$ cat src/rtl/cache_port_arbiter.sv
// cache_port_arbiter
//   Two-master arbiter in front of a single cache port. It keeps at most one
//   transaction outstanding. The winner's request fields are latched on
//   accept. They are presented downstream until the cache grants. The
//   response, or a timeout error, is returned to the owner for exactly one
//   cycle.
//
// Ports
//   clk, reset_n                      clock, asynchronous active-low reset
//   m0_*_i / m1_*_i                   master requests: req, addr, wdata, we, be
//   m0_*_o / m1_*_o                   master responses: gnt, rvalid, rdata, error
//   s_req_o .. s_be_o                 downstream request, valid only in Issue
//   s_gnt_i, s_rvalid_i, s_rdata_i,   downstream grant and response
//   s_error_i
//   dbg_state                         current FSM state (Idle=0 Issue=1 Wait=2 Resp=3)
//
// Handshake
//   A master holds req until it sees gnt. gnt is combinational in the Idle
//   cycle that accepts the request. Downstream, s_req_o stays high with
//   stable fields until s_gnt_i is sampled high. s_rvalid_i may arrive in the
//   grant cycle or in any later cycle. Grants or responses seen outside
//   Issue/Wait are dropped.
module cache_port_arbiter #(
  parameter int RR_ENABLE      = 1,
  parameter int TIMEOUT_CYCLES = 256
) (
  input  logic        clk,
  input  logic        reset_n,
  input  logic        m0_req_i,
  input  logic [31:0] m0_addr_i,
  input  logic [31:0] m0_wdata_i,
  input  logic        m0_we_i,
  input  logic [3:0]  m0_be_i,
  input  logic        m1_req_i,
  input  logic [31:0] m1_addr_i,
  input  logic [31:0] m1_wdata_i,
  input  logic        m1_we_i,
  input  logic [3:0]  m1_be_i,
  output logic        m0_gnt_o,
  output logic        m0_rvalid_o,
  output logic [31:0] m0_rdata_o,
  output logic        m0_error_o,
  output logic        m1_gnt_o,
  output logic        m1_rvalid_o,
  output logic [31:0] m1_rdata_o,
  output logic        m1_error_o,
  output logic        s_req_o,
  output logic [31:0] s_addr_o,
  output logic [31:0] s_wdata_o,
  output logic        s_we_o,
  output logic [3:0]  s_be_o,
  input  logic        s_gnt_i,
  input  logic        s_rvalid_i,
  input  logic [31:0] s_rdata_i,
  input  logic        s_error_i,
  output logic [1:0]  dbg_state
);

  localparam int CW = $clog2(TIMEOUT_CYCLES) + 1;

  typedef enum logic [1:0] {
    IDLE  = 2'd0,
    ISSUE = 2'd1,
    WAIT  = 2'd2,
    RESP  = 2'd3
  } state_t;

  state_t          state_q, state_d;
  logic            last_owner_q;
  logic            owner_q;
  logic [31:0]     addr_q, wdata_q, rdata_q;
  logic            we_q, error_q;
  logic [3:0]      be_q;
  logic [CW-1:0]   cnt_q;

  logic            any_req, win1, accept, busy, complete, timeout;
  logic            rvalid0, rvalid1;

  // Arbitration: a tie goes to the master that was not served last
  // (round-robin), or always to master 0 (fixed priority).
  always_comb begin
    any_req = m0_req_i | m1_req_i;
    if (m0_req_i && m1_req_i) begin
      win1 = (RR_ENABLE != 0) ? ~last_owner_q : 1'b0;
    end else begin
      win1 = m1_req_i;
    end
    accept   = (state_q == IDLE) && any_req;
    busy     = (state_q == ISSUE) || (state_q == WAIT);
    complete = ((state_q == ISSUE) && s_gnt_i && s_rvalid_i) ||
               ((state_q == WAIT) && s_rvalid_i);
    // A real completion in the last allowed cycle beats the timeout.
    timeout  = busy && (cnt_q == CW'(TIMEOUT_CYCLES - 1)) && !complete;
  end

  always_comb begin
    state_d = state_q;
    case (state_q)
      IDLE:    if (accept) state_d = ISSUE;
      ISSUE: begin
        if (complete || timeout) state_d = RESP;
        else if (s_gnt_i)        state_d = WAIT;
      end
      WAIT:    if (complete || timeout) state_d = RESP;
      RESP:    state_d = IDLE;
      default: state_d = IDLE;
    endcase
  end

  always_ff @(posedge clk or negedge reset_n) begin
    if (!reset_n) begin
      state_q      <= IDLE;
      last_owner_q <= 1'b1;
      owner_q      <= 1'b0;
      addr_q       <= '0;
      wdata_q      <= '0;
      we_q         <= 1'b0;
      be_q         <= '0;
      rdata_q      <= '0;
      error_q      <= 1'b0;
      cnt_q        <= '0;
    end else begin
      state_q <= state_d;
      if (accept) begin
        owner_q <= win1;
        addr_q  <= win1 ? m1_addr_i  : m0_addr_i;
        wdata_q <= win1 ? m1_wdata_i : m0_wdata_i;
        we_q    <= win1 ? m1_we_i    : m0_we_i;
        be_q    <= win1 ? m1_be_i    : m0_be_i;
        cnt_q   <= '0;
      end
      if (busy) cnt_q <= cnt_q + CW'(1);
      if (complete) begin
        rdata_q <= s_rdata_i;
        error_q <= s_error_i;
      end else if (timeout) begin
        rdata_q <= '0;
        error_q <= 1'b1;
      end
      if (state_q == RESP) last_owner_q <= owner_q;
    end
  end

  // gnt is combinational from the request, so it is masked during reset.
  assign m0_gnt_o    = reset_n & accept & ~win1;
  assign m1_gnt_o    = reset_n & accept & win1;
  assign rvalid0     = (state_q == RESP) && !owner_q;
  assign rvalid1     = (state_q == RESP) && owner_q;
  assign m0_rvalid_o = rvalid0;
  assign m1_rvalid_o = rvalid1;
  assign m0_rdata_o  = rdata_q;
  assign m1_rdata_o  = rdata_q;
  assign m0_error_o  = error_q & rvalid0;
  assign m1_error_o  = error_q & rvalid1;
  assign s_req_o     = (state_q == ISSUE);
  assign s_addr_o    = addr_q;
  assign s_wdata_o   = wdata_q;
  assign s_we_o      = we_q;
  assign s_be_o      = be_q;
  assign dbg_state   = state_q;

endmodule

$ cat config.mk
export PLATFORM = sky130hd
export DESIGN_NAME = cache_port_arbiter
export DESIGN_NICKNAME = d
export VERILOG_FILES = /design/src/rtl/cache_port_arbiter.sv
export SDC_FILE = /design/constraint.sdc
export NUM_CORES = 1
export LEC_CHECK = 0
export BUFFER_PORTS_ARGS = -buffer_cell sky130_fd_sc_hd__buf_4
export CORE_AREA = 2 2 124 126
export CTS_BUF_LIST = sky130_fd_sc_hd__clkbuf_8
export DETAILED_ROUTE_END_ITERATION = 6
export DIE_AREA = 0 0 126 128
export PLACE_DENSITY = 0.7
export SYNTH_ARGS = -nofsm -noshare
export SYNTH_HDL_FRONTEND = slang
export SYNTH_SLANG_ARGS = --single-unit
export TNS_END_PERCENT = 10
$ cat constraint.sdc
create_clock -name clk -period 2.25 [get_ports clk]
set_input_delay 0.3375 -clock clk [delete_from_list [all_inputs] [get_ports clk]]
set_output_delay 0.3375 -clock clk [all_outputs]
set_load 0.1 [all_outputs]
==> results of run 1 <==
## metrics by stage
step	hold WS, ps	setup TNS, ps
CTS	93.56	0
global route	95.86	0
finish	130.2	0
detailed placement	431.0	0
global placement	423.5	0
floorplan	41.91	-93.48
## critical path, cell delays in order, from the launching register on
cell	delay, ps
dfrtp_4	520
inv_4	90
ha_4	180
o21ai_4	100
nor3b_4	210
buf_6	250
## worst paths after layout
kind	from	endpoint	slack [ps]	cells past startpoint
max	dbg_state[0]	m0_gnt_o	130	5
min	s_rdata_i[13]	m0_rdata_o[13]	130	2
max reg2reg	cnt_q[0]	dbg_state[0]	260	9
min reg2reg	cnt_q[7]	cnt_q[7]	480	1
max in group asynchronous	reset_n	m0_rdata_o[5]	860	3
min in group asynchronous	reset_n	dbg_state[0]	540	3
## placed cells by master, fill, tap and decap left out, drive strengths merged
cell type	instances
nand2	77
nand4	3
nor3	1
mux2	2
nor2b	3
and4	1
buf	326
bufinv	3
clkinvlp	2
o21ai	77
inv	7
and2	2
a31oi	2
nand2b	1
and2b	1
o211ai	3
dfstp	1
a21oi	8
dfrtp	114
nand3	3
a22o	33
clkinv	4
nor3b	1
and3	3
dlygate4sd3	1
nor2	4
ha	6
a21boi	1
a22oi	1
mux2i	75
clkbuf	22
## layer usage
layer	GRT usage, %	vias up	routed length, um
li1	-	2259	-
met1	20.63	2105	5699
met2	29.44	171	7471
met3	5.593	21	1018
met4	7.498	0	303
met5	0	-	0
## state kept, by name, indices dropped and copies added (netlist names)
register      cells
s_wdata_o        32
s_addr_o         32
error_q           1
last_owner_q      1
owner_q           1
cnt_q             9
m0_rdata_o       32
s_we_o            1
dbg_state         2
s_be_o            4
## logic make-up after synthesis
| family | after synthesis |
|---|---|
| muxes | 77 |
| buffers and inverters | 69 |
| adders and majority gates | 6 |
| DFF | 115 |
| AOI/OAI and AO/OA | 125 |
| and+or+nand+nor | 100 |
## synthesized netlist by cell type (all sizes together), types with 4 or more instances
cell | number | area share, %
ha | 6 | 1.4
mux2i | 75 | 14
nand2 | 77 | 5.3
buf | 56 | 9.0
dfrtp | 114 | 52
nor2 | 4 | 0.41
a22o | 33 | 5.3
clkbuf | 7 | 0.48
a21oi | 8 | 1.0
inv | 6 | 0.41
o21ai | 77 | 7.1
## cell type report
cell class / count / share of cell area [%]
clock inverters: 10 / 1.572
inverters: 6 / 0.3358
flip-flops and latches: 115 / 35.22
multi-input cells: 308 / 25.83
well taps: 188 / 2.870
repair buffers: 327 / 30.48
clock buffers: 22 / 3.694
## what timing repair did
item                                   in CTS  in global routing
resized for setup                           0                  1
setup endpoints to repair                   0                  1
endpoints found under the hold margin      34                  0
hold buffers                                1                  0
==> results.json, run 1 <==
{
  "synth-simple-area-share_pct": 7.829,
  "multiInputGateArea_sq_um": 2117,
  "design_area_sq_um": 8197,
  "firstDrtPassIters": 4,
  "synth_nets": 675,
  "yosys.area_share.adder_pct": 1.365,
  "path_clk_slew_ps": 70,
  "clock_latency_ps": 430,
  "grtUsageTotal_pct": 17.48,
  "synth-xor-area-share_pct": 0,
  "ys.flop_type": "dfrtp_1",
  "core_sq_um": 14860,
  "synth_area_per_cell_sq_um": 11.17,
  "outcome": "complete, no violations",
  "synth_top_family_by_area": "compound AO/OA/AOI/OAI gates",
  "design.die.area_sq_um": 16130,
  "period_minus_slack_ps": 2123,
  "cp.arrival_ps": 1790,
  "drive_gt1_share_pct": 47.46,
  "post_drt_wl_per_cell_um": 14.85,
  "cts_tree": "built",
  "drt_iter0_markers": 210,
  "synthMuxAreaShare_pct": 14.06,
  "clock_sinks": 115,
  "cp-start-kind": "flop",
  "nFillCells": 1318,
  "rows": 45,
  "dieWidth_um": 126,
  "diodes": 0,
  "skew_ps": 7.776,
  "worstPathMaxFanout": 6,
  "cts_root_buf": "clkbuf_8",
  "vias_per_cell": 4.668,
  "maxCapViolCount": 0,
  "hold_path.class": "in2reg",
  "async_reset_ff_share_pct": 100.0,
  "drcViolationCount": 0,
  "syn_area_sq_um": 5498,
  "synthCells": 492,
  "routed_wl_um": 14490,
  "synth_compound_area_share_pct": 14.45,
  "drv_slew": 0,
  "antenna_found_initial": 0,
  "dpl_cell_area_sq_um": 7751,
  "worstMarginPinSlew_ps": 985.8,
  "seq_area_frac_synth_pct": 52.37,
  "place_inst": 943,
  "layout.nets": 958,
  "grt_pass1_wl_um": 22400,
  "synth_seq_cells": 115,
  "drtAntennaViolNets": 0,
  "fin_cells": 976,
  "path_class": "reg2out",
  "fin_crit_sh_pct": 94.36,
  "rsz0062_at_grt": "no",
  "grt_pass1_vias": 4472,
  "seq_area_sq_um": 2887,
  "worst_slack_ps": 127.0,
  "gp_congestion": 0.8125,
  "grt_overflow": 0,
  "dieHeight_um": 128,
  "setup_viol": 0,
  "cts_buffers": 17,
  "final-hold-violation-count": 0,
  "cts_buffer_depth": 2,
  "ios": 319,
  "worst_setup_path_end_kind": "primary output",
  "yosys_warnings": 0,
  "cts_setup_buffers": 0,
  "finish.utilization_pct": 55.14,
  "synth-edff-count": 0,
  "placement.io_buffers": 318,
  "cp_data_required_time_ps": 1910,
  "start_util_pct": 36.99,
  "place_ws_ps": 267.0,
  "max_freq_mhz": 471.0,
  "relSlewSlack_pct": 34.28,
  "place_hpwl_um": 11030,
  "htreeDepth": 4,
  "synth_cell_types": 35,
  "grt_max_degree": 90,
  "syn_to_final_growth_pct": 49.09,
  "route.vias.total": 4556
}
Power of run 1 is left out: the tool's default activity adds up to more than one toggle a clock period on the data nets, which glitch-free logic cannot reach.
==> inputs of run 2 (changes only) <==
--- a/config.mk
+++ b/config.mk
@@ -6,11 +6,13 @@
 export NUM_CORES = 1
 export LEC_CHECK = 0
 export BUFFER_PORTS_ARGS = -buffer_cell sky130_fd_sc_hd__buf_4
-export CORE_AREA = 2 2 124 126
+export CELL_PAD_IN_SITES_DETAIL_PLACEMENT = 0
+export CELL_PAD_IN_SITES_GLOBAL_PLACEMENT = 2
+export CORE_UTILIZATION = 26
 export CTS_BUF_LIST = sky130_fd_sc_hd__clkbuf_8
 export DETAILED_ROUTE_END_ITERATION = 6
-export DIE_AREA = 0 0 126 128
-export PLACE_DENSITY = 0.7
+export PLACE_DENSITY_LB_ADDON = 0.1
+export SLEW_MARGIN = 0
 export SYNTH_ARGS = -nofsm -noshare
 export SYNTH_HDL_FRONTEND = slang
 export SYNTH_SLANG_ARGS = --single-unit
==> run 2 against run 1 <==
Routed wire length grew 6.6%. Clock skew is 1.7 ps higher. Sequential share of layout area shrank 0.39 points. Cell count increased by 8.5%. Setup slack gained 13 ps. Critical endpoint unchanged. Core utilization fell by 15 points. Critical path depth unchanged. First-iteration DRC count decreased by 40%. Via count barely moved. Register-to-register slack lost 50 ps.
==> results.json, run 2 (same netlist as run 1, synthesis figures left out) <==
{
  "skew_ps": 9.471,
  "place_inst": 1026,
  "htreeDepth": 4,
  "path_clk_slew_ps": 80,
  "grt_pass1_wl_um": 24520,
  "rsz0062_at_grt": "no",
  "start_util_pct": 26.83,
  "drtAntennaViolNets": 0,
  "post_drt_wl_per_cell_um": 14.59,
  "fin_cells": 1059,
  "worstMarginPinSlew_ps": 748.0,
  "rows": 52,
  "place_hpwl_um": 11760,
  "cts_tree": "built",
  "drive_gt1_share_pct": 47.66,
  "cts_root_buf": "clkbuf_8",
  "clock_sinks": 115,
  "whs_ps": 124.4,
  "dieWidth_um": 147.4,
  "cp.arrival_ps": 1770,
  "cp-start-kind": "flop",
  "core_sq_um": 20490,
  "worstPathMaxFanout": 6,
  "syn_to_final_growth_pct": 50.77,
  "tns_ps": 0,
  "routed_wl_um": 15460,
  "dieHeight_um": 147.4,
  "placement.io_buffers": 318,
  "cp_data_required_time_ps": 1910,
  "max_freq_mhz": 473.9,
  "grt_pass1_vias": 4688,
  "design.die.area_sq_um": 21730,
  "mostFrequentLayoutCell": "buf_4",
  "drt_iter0_markers": 127,
  "grt_overflow": 0,
  "route.vias.total": 4555,
  "finish.utilization_pct": 40.45,
  "gp_congestion": 0.7495,
  "final-hold-violation-count": 0,
  "fin_crit_sh_pct": 93.79,
  "maxCapViolCount": 0,
  "outcome": "complete, no violations",
  "cts_buffers": 17,
  "layout.nets": 959,
  "drcViolationCount": 0,
  "antenna_found_initial": 0,
  "cts_buffer_depth": 2,
  "hold_path.class": "in2reg",
  "firstDrtPassIters": 4,
  "mostFrequentLayoutCells": "buf_4, dfrtp_1, nand2_1",
  "setup_viol": 0,
  "path_class": "reg2out",
  "vias_per_cell": 4.301,
  "grtUsageTotal_pct": 14.52,
  "period_minus_slack_ps": 2110,
  "diodes": 0,
  "worst_setup_path_end_kind": "primary output",
  "ios": 319,
  "clock_latency_ps": 430,
  "grt_max_degree": 57,
  "relSlewSlack_pct": 50.13,
  "drv_slew": 0
}
## run 2: cell types whose count changed in the layout (fill, tap and decap cells not counted), sizes merged
cell | previous run | this run
clkbuf | 22 | 18
clkinvlp | 2 | 3
clkinv | 4 | 5
inv | 7 | 9
buf | 326 | 327
## run 2: worst paths after layout
check	slack, ps	cells past startpoint	endpoint	from
worst max-delay path	140	5	m0_gnt_o	dbg_state[0]
worst min-delay path	120	2	m0_rdata_o[2]	s_rdata_i[2]
worst max register to register	210	9	dbg_state[0]	cnt_q[0]
worst min register to register	480	1	cnt_q[7]	cnt_q[7]
max in group asynchronous	910	3	s_wdata_o[27]	reset_n
min in group asynchronous	330	2	owner_q	reset_n
## run 2: metal layers
metal	up-vias	GRT usage, %	share of wire, %
met1	2121	17.05	40
li1	2261	-	-
met4	0	3.866	0.76
met5	-	0	0
met2	164	24.72	51
met3	9	5.556	8.2
## run 2: repair_timing
action | 4_1_cts | 5_1_grt
hold buffers | 1 | 0
resized for setup | 0 | 1
setup endpoints to repair | 0 | 1
buffers inserted | 0 | 0
hold endpoints to repair | 13 | 0
## run 2: worst max-delay path, stage by stage (launching register included)
cell and delay [ps]:
dfrtp_4 520, inv_4 90, ha_4 180, o21ai_4 90
nor3b_4 220, buf_6 250
## run 2: per-stage QoR
step	area [sq um]	setup WS (ps)
floorplan	5564	-93.48
global placement	7849	343.3
detailed placement	7849	249.8
CTS	8285	39.54
global route	8289	3.860
finish	8289	139.7
## run 2: final cells by class
class	count	area [sq um]
fill	2062	12210
tap	270	337.8
inverter	6	27.53
clock inverter	14	178.9
sequential	115	2887
timing repair buffer	328	2494
clock buffer	18	247.7
multi-input combinational	308	2117
Power of run 2 is left out for the same reason.
